$ cat src/rtl/uart_rx_frontend.sv
// 8N1 UART receiver: 2-flop synchroniser, 16x oversampling with 3-sample majority vote.
// Delivers each well-framed byte on RX_data (held) with a one-cycle byte_done strobe.
module uart_rx_frontend #(
    parameter int TICK_DIV   = 54,
    parameter int OVERSAMPLE = 16
) (
    input  logic       clk,
    input  logic       rst_n,
    input  logic       rx,
    output logic [7:0] RX_data,
    output logic       byte_done,
    output logic       frame_err,
    output logic       rx_busy
);

    localparam int            TW        = (TICK_DIV > 2) ? $clog2(TICK_DIV) : 1;
    localparam logic [TW-1:0] TICK_MAX  = TW'(TICK_DIV - 1);
    localparam logic [3:0]    S_LAST    = 4'(OVERSAMPLE - 1);
    localparam logic [3:0]    S_SMP_A   = 4'd7;
    localparam logic [3:0]    S_SMP_B   = 4'd8;
    localparam logic [3:0]    S_DECIDE  = 4'd9;

    typedef enum logic [2:0] {
        IDLE       = 3'd0,
        START      = 3'd1,
        DATA       = 3'd2,
        STOP       = 3'd3,
        BREAK_WAIT = 3'd4
    } state_t;

    state_t        state_r;
    logic          sync1_r;
    logic          sync2_r;
    logic          prev_r;
    logic [TW-1:0] tick_cnt_r;
    logic [3:0]    s_cnt_r;
    logic [2:0]    bit_idx_r;
    logic          smp_a_r;
    logic          smp_b_r;
    logic [7:0]    shift_r;
    logic          rx_s;
    logic          fall_s;
    logic          tick_s;
    logic          maj_s;
    logic          decide_s;
    logic          bit_end_s;

    function automatic logic majority3(input logic a, input logic b, input logic c);
        return (a & b) | (a & c) | (b & c);
    endfunction

    assign rx_s      = sync2_r;
    assign fall_s    = prev_r & ~rx_s;
    assign tick_s    = (state_r != IDLE) && (tick_cnt_r == TICK_MAX);
    // Third vote is the live synchronised sample taken on the s = 9 tick itself.
    assign maj_s     = majority3(smp_a_r, smp_b_r, rx_s);
    assign decide_s  = tick_s && (s_cnt_r == S_DECIDE);
    assign bit_end_s = tick_s && (s_cnt_r == S_LAST);

    // Synchroniser, oversample timing, receive FSM and registered outputs.
    always_ff @(posedge clk) begin
        if (!rst_n) begin
            state_r    <= IDLE;
            sync1_r    <= 1'b1;
            sync2_r    <= 1'b1;
            prev_r     <= 1'b1;
            tick_cnt_r <= {TW{1'b0}};
            s_cnt_r    <= 4'd0;
            bit_idx_r  <= 3'd0;
            smp_a_r    <= 1'b0;
            smp_b_r    <= 1'b0;
            shift_r    <= 8'h00;
            RX_data    <= 8'h00;
            byte_done  <= 1'b0;
            frame_err  <= 1'b0;
            rx_busy    <= 1'b0;
        end else begin
            sync1_r   <= rx;
            sync2_r   <= sync1_r;
            prev_r    <= rx_s;
            byte_done <= 1'b0;
            frame_err <= 1'b0;

            // Tick counter is parked at 0 in IDLE so its phase follows the start edge.
            if ((state_r == IDLE) || tick_s) begin
                tick_cnt_r <= {TW{1'b0}};
            end else begin
                tick_cnt_r <= tick_cnt_r + {{(TW-1){1'b0}}, 1'b1};
            end

            if (tick_s) begin
                s_cnt_r <= (s_cnt_r == S_LAST) ? 4'd0 : (s_cnt_r + 4'd1);
                if (s_cnt_r == S_SMP_A) begin
                    smp_a_r <= rx_s;
                end
                if (s_cnt_r == S_SMP_B) begin
                    smp_b_r <= rx_s;
                end
            end

            case (state_r)
                IDLE: begin
                    s_cnt_r <= 4'd0;
                    if (fall_s) begin
                        state_r <= START;
                        rx_busy <= 1'b1;
                    end
                end
                START: begin
                    if (decide_s && maj_s) begin
                        state_r <= IDLE;
                        rx_busy <= 1'b0;
                    end else if (bit_end_s) begin
                        state_r   <= DATA;
                        bit_idx_r <= 3'd0;
                    end
                end
                DATA: begin
                    if (decide_s) begin
                        shift_r <= {maj_s, shift_r[7:1]};
                    end
                    if (bit_end_s) begin
                        if (bit_idx_r == 3'd7) begin
                            state_r <= STOP;
                        end else begin
                            bit_idx_r <= bit_idx_r + 3'd1;
                        end
                    end
                end
                // Stop bit is judged mid-bit so a new start edge can follow immediately.
                STOP: begin
                    if (decide_s) begin
                        if (maj_s) begin
                            RX_data   <= shift_r;
                            byte_done <= 1'b1;
                            state_r   <= IDLE;
                            rx_busy   <= 1'b0;
                        end else begin
                            frame_err <= 1'b1;
                            state_r   <= BREAK_WAIT;
                        end
                    end
                end
                BREAK_WAIT: begin
                    if (rx_s) begin
                        state_r <= IDLE;
                        rx_busy <= 1'b0;
                    end
                end
                default: begin
                    state_r <= IDLE;
                    rx_busy <= 1'b0;
                end
            endcase
        end
    end

endmodule

$ cat config.mk
export PLATFORM = sky130hd
export DESIGN_NAME = uart_rx_frontend
export DESIGN_NICKNAME = d
export VERILOG_FILES = /design/src/rtl/uart_rx_frontend.sv
export SDC_FILE = /design/constraint.sdc
export NUM_CORES = 1
export LEC_CHECK = 0
export CORE_UTILIZATION = 51
export CTS_CLUSTER_DIAMETER = 60
export CTS_CLUSTER_SIZE = 25
export DETAILED_ROUTE_END_ITERATION = 8
export PLACE_DENSITY_LB_ADDON = 0.15
export SYNTH_ARGS = -nofsm -noshare
export SYNTH_HDL_FRONTEND = slang
export SYNTH_SLANG_ARGS = --single-unit
$ cat constraint.sdc
create_clock -name clk -period 1.8 [get_ports clk]
set_input_delay 0.36 -clock clk [delete_from_list [all_inputs] [get_ports clk]]
set_output_delay 0.36 -clock clk [all_outputs]
set_load 0.05 [all_outputs]
==> Word-level counts from Yosys, hierarchy flattened <==
Cells that the tools add are included.
{ "totals": {"reg_bits": 40, "inputBits": 3, "elab_cells": 88} }
{ "op_classes": {"n_addsub": 3, "n_eq_ne": 21, "muxes": 23, "n_bitwise": 9, "reduce_logical": 18} }
{ "op_table": {"columns": ["op", "count"], "rows": [
  ["two-way mux 3 bit", 12],
  ["inequality test 2 bit (second input constant)", 10],
  ["case mux 3 bit (5 select lines)", 1],
  ["== test 4 bit (second input constant)", 3],
  ["AND reduction 6 bit", 2],
  ["two-way mux 1 bit", 7],
  ["adder 6 x 1 -> 6 bit (second input constant)", 1],
  ["== test 3 x 2 -> 1 bit (second input constant)", 2],
  ["== test 3 bit (second input constant)", 2],
  ["== test 6 bit (second input constant)", 1],
  ["case mux 3 bit (2 select lines)", 1],
  ["AND reduction 2 bit", 3],
  ["AND reduction 3 bit", 2],
  ["case mux 1 bit (5 select lines)", 1],
  ["AND reduction 5 bit", 1],
  ["adder 4 x 1 -> 4 bit (second input constant)", 1],
  ["AND 1 bit", 4],
  ["== test 4 x 3 -> 1 bit (second input constant)", 1],
  ["logical AND 1 bit", 4],
  ["two-way mux 4 bit", 1],
  ["OR reduction 2 bit", 2],
  ["adder 3 x 1 -> 3 bit (second input constant)", 1],
  ["== test 3 x 1 -> 1 bit (second input constant)", 1],
  ["logical NOT 3 bit", 1],
  ["6 further kinds", 9]
]} }

==> Logic depth before layout (Yosys ltp) <==
{ "depth": {"depth_word": 6, "ltp_mapped": 7, "ltp_nobuf": 6} }

==> Worst setup path before layout <==
Ideal clock, no wire load.
{ "synth_timing": {"path_kind": "reg-to-reg", "startpoint": "register bit_idx_r[0]", "endpoint": "register bit_idx_r[0]", "setup_ns": 0.128, "arrival_ns": 1.677, "slack_ns": -0.004, "stages_incl_launch_ff": 7, "n_path_buf": 0, "synth_period_minus_slack_ns": 1.804, "path_cell_list": "dfxtp_1 > ha_1 > ha_1 > or3b_4 > a2111oi_4 > mux2i_1 > nor2_1"} }
{ "synth_via": {"elab_chain_len": 4, "word_cells_on_any_way": 7, "cone_classes": "add/sub (1); eq/ne (2); mux (3); reduce/logical (1)"} }
{ "synth_rtl": {"columns": ["element", "line_no", "source"], "rows": [
  ["start: declaration", "37", "logic [2:0] bit_idx_r;"],
  ["start signal: assignment", "126", "bit_idx_r <= bit_idx_r + 3'd1;"],
  ["adder 3 x 1 -> 3 bit", "126", null],
  ["two-way mux 3 bit", "123", "if (bit_idx_r == 3'd7) begin"],
  ["two-way mux 3 bit", "122", "if (bit_end_s) begin"],
  ["case mux 3 bit (2 select lines)", "101", "case (state_r)"]
]} }
Parallel ways exist; a longest one is shown, timed or not. The select of a mux whose other input is x is not followed.
A chain may end at the register's enable or synchronous reset.

==> Final worst setup path <==
Ends and elaborated chain as after synthesis.

==> summary.txt <==
Final layout
  – Commonest non-fill, non-tap cell in the layout: dfxtp_1
  – Layout cells sized above 1: 18.7%
  – Fin area: 2140 um2
  – Area of the multi-input gates: 1000 um2
  – # fillers: 307
  – Commonest cells after routing, fill and taps aside: dfxtp_1, nor2_1, buf_4, nand2_1, a21oi_1
  – Area growth syn-to-layout: 15.2%
  – Final core occ: 62.6%
  – Register area: 805 um2
  – Layout Nets: about 230
  – Antenna Cells: 0

STA
  – Final setup vio count: 3
  – Pins Over Slew Limit: 0
  – Hold Vio Cnt, Final: 0
  – Final min period: 1.85 ns
  – Period utilization: 103%
  – Hold slack: 0.419 ns
  – RSZ-0062 raised after global routing: true
  – Setup total negative slack: -0.0659 ns
  – Worst Max-Slew Pin Slew: about 0.4 ns
  – Post-route clock skew: about 0.0042 ns
  – Achievable Freq: 541 MHz
  – Final worst slack: -0.0479 ns
  – Slew margin rel.: 73.0%

Clocking
  – Clock-pin slew on the worst setup and hold paths: between 0.1 and 0.15 ns
  – Longest Clk Path Bufs: 2
  – Post-CTS Hold Fix Bufs: 0
  – Later-pin clock latency in the skew report: 0.34 ns
  – H-Tree Level Count: 2
  – CTS tree: built
  – TritonCTS buffer count: 5
  – Clock tree root buffer cell: clkbuf_4
  – # clock sinks: 40

GRT
  – Vias in the first global route: approximately 1,400
  – Largest net degree at the start of global routing: 23
  – First-pass GRT wire length: 6550 um
  – GRT met2 Usage: about 34%
  – Antenna violations before repair: 0
  – Total gr overflow: 0
  – Met1 global-route usage: 28.6%
  – Most used routing layer: met2
  – All-Layer GR Usage: 21.5%
  – M3 GR Usage: under 10%

Route
  – Mean number of vias per cell: 5.38
  – DR iter-0 viols: 66
  – Vias: 1,458
  – Drc violations: 0
  – WL final: 3650 um
  – DRT antenna net count: 0
  – Drt pass-1 iters: 4
  – DR WL/cell: 13.5 um

Worst setup path
  – Slowest cell on crit path: a2111oi_4
  – CP endpoint kind: register
  – WP data arrival: about 2.1 ns
  – Reg2Reg Depth: 6
  – Crit path max-delay family: simple AND/OR/NAND/NOR gates
  – CP max stage delay: 0.42 ns
  – Startpoint class of the critical path: register
  – Levels on crit path: 6
  – Crit Path Max Fanout: 5
  – Sequence of cells on the critical path: ha_4, ha_4, or3b_4, a2111oi_4, mux2i_1, nor2_1
  – CP Buf/Inv Count: 0
  – Most used cell, CP: ha_4
  – WS Path Type: register to register
  – CP required: between 2 and 2.5 ns

Yosys
  – Mapped Avg Cell Area: 9.15 um2
  – EDFF count, synth: 0
  – Ys async rst share: 0%
  – #FFs+latches synth: 40
  – Top FF cell, synth: dfxtp_1
  – Synth Cell Area: 1860 um2
  – Ys Warns: 0
  – Library cells used by synthesis: 45
  – Share of the synthesized area in the top cell type: 43.1%
  – Register area share after synthesis: a little over two fifths
  – Synth Net Count: 213
  – Cell count after synthesis: 203
  – Synth area leaders: dfxtp_1, mux2i_1, ha_1
  – Area leader, netlist: dfxtp_1

Floorplan
  – Initial Util: roughly 54%
  – Die Span Y: 62.3 um
  – Num ports: 14
  – Row cnt: 21
  – Die width: 62.3 um
  – Full die area: about 4000 um2
  – Core area: 3420 um2

Flow run
  – Max-cap viol count: 0

Outcome
  – Status: finished, violations left
  – Failing checks: setup timing

Place
  – Area of placed instances: about 2000 um2
  – I/O Buffers: 13
  – GPL Wtd Cong: ~0.9
  – Hpwl dp: 2670 um

Hold path
  – Worst hold stages: 1
  – Hold Path Class: register to register

Power
  – Pwr dens: 674 nW/um2
  – Max VDD drop: ~0.00051 V
  – Leakage power: 0.864 nW
  – Total power: 1.44 mW
-- cells by family after synthesis --
logic type                 after synthesis  synth area share [%]
and+or+nand+nor                         95                  28.8
xor gates and xnor gates                 5                  2.36
AOI/OAI and AO/OA                       27                  10.2
adders and majority gates                8                  5.32
buffers and inverters                   17                  4.25
muxes                                   11                  5.93
DFF                                     40                  43.1
-- power breakdown --
| group | switching (mW) | internal [mW] | total [mW] |
|---|---|---|---|
| sequential | 0.00577 | 0.892 | 0.898 |
| combinational | 0.0431 | 0.0261 | 0.0691 |
| clock | 0.283 | 0.191 | 0.475 |
-- worst reg2reg max path, stage by stage, from the launching register on --
cell and delay, ns:
dfxtp_2 0.36, ha_4 0.16, ha_4 0.15, or3b_4 0.38, a2111oi_4 0.42, mux2i_1 0.23, nor2_1 0.05
-- final cells by class --
type / count / share of cell area [%]
Clock buffer: 7 / 2.57
Clock inverter: 1 / 0.351
Inverter: 7 / 1.23
Sequential cell: 40 / 37.6
Multi-Input combinational cell: 146 / 46.9
Timing Repair Buffer: 24 / 8.66
Tap cell: 46 / 2.69
-- synthesized netlist by cell type (all sizes together), types with 2 or more instances --
master  instances
dfxtp          40
xnor2           2
clkbuf          3
nand4           3
nor3b           2
a21oi          16
nand4b          2
and3b           2
nor4b           2
xor2            3
or3             3
nor3            4
nor2           23
nand2          17
inv             7
buf             7
nor2b           2
ha              7
and3            3
nand3          15
mux2i          11
nand2b         11
-- timing repair --
action | 4_1_cts | 5_1_grt
endpoints found under the hold margin | 0 | 0
resized for setup | 6 | 1
setup buffers | 1 | 0
pin swaps | 4 | 0
setup endpoints to repair | 3 | 6
-- registers in the layout, indices dropped and copies added, names as in the netlist --
name,count
RX_data,8
shift_r,8
tick_cnt_r,6
s_cnt_r,4
bit_idx_r,3
state_r,3
byte_done,1
frame_err,1
prev_r,1
rx_busy,1
rx_s,1
smp_a_r,1
smp_b_r,1
sync1_r,1
-- final timing paths --
check	from	to	slack (ns)
setup reg to reg	bit_idx_r[0]	bit_idx_r[0]	-0.05
hold reg to reg	sync1_r	rx_s	0.42
hold / removal	sync1_r	rx_s	0.42
setup / recovery	bit_idx_r[0]	bit_idx_r[0]	-0.05
-- per-stage QoR --
stage	std cells	setup slack (ns)
finish	271	-0.0479
global route	271	-0.137
floorplan	203	-0.00441
detailed placement	262	-0.114
global placement	262	-0.0203
CTS	271	-0.0583
-- layer usage --
layer,wire length [um],vias to the layer above
li1,-,751
met3,152,4
met1,1770,667
met4,34,0
met2,1690,36
met5,0,-
No activity file was read; power rests on OpenSTA's default activity.
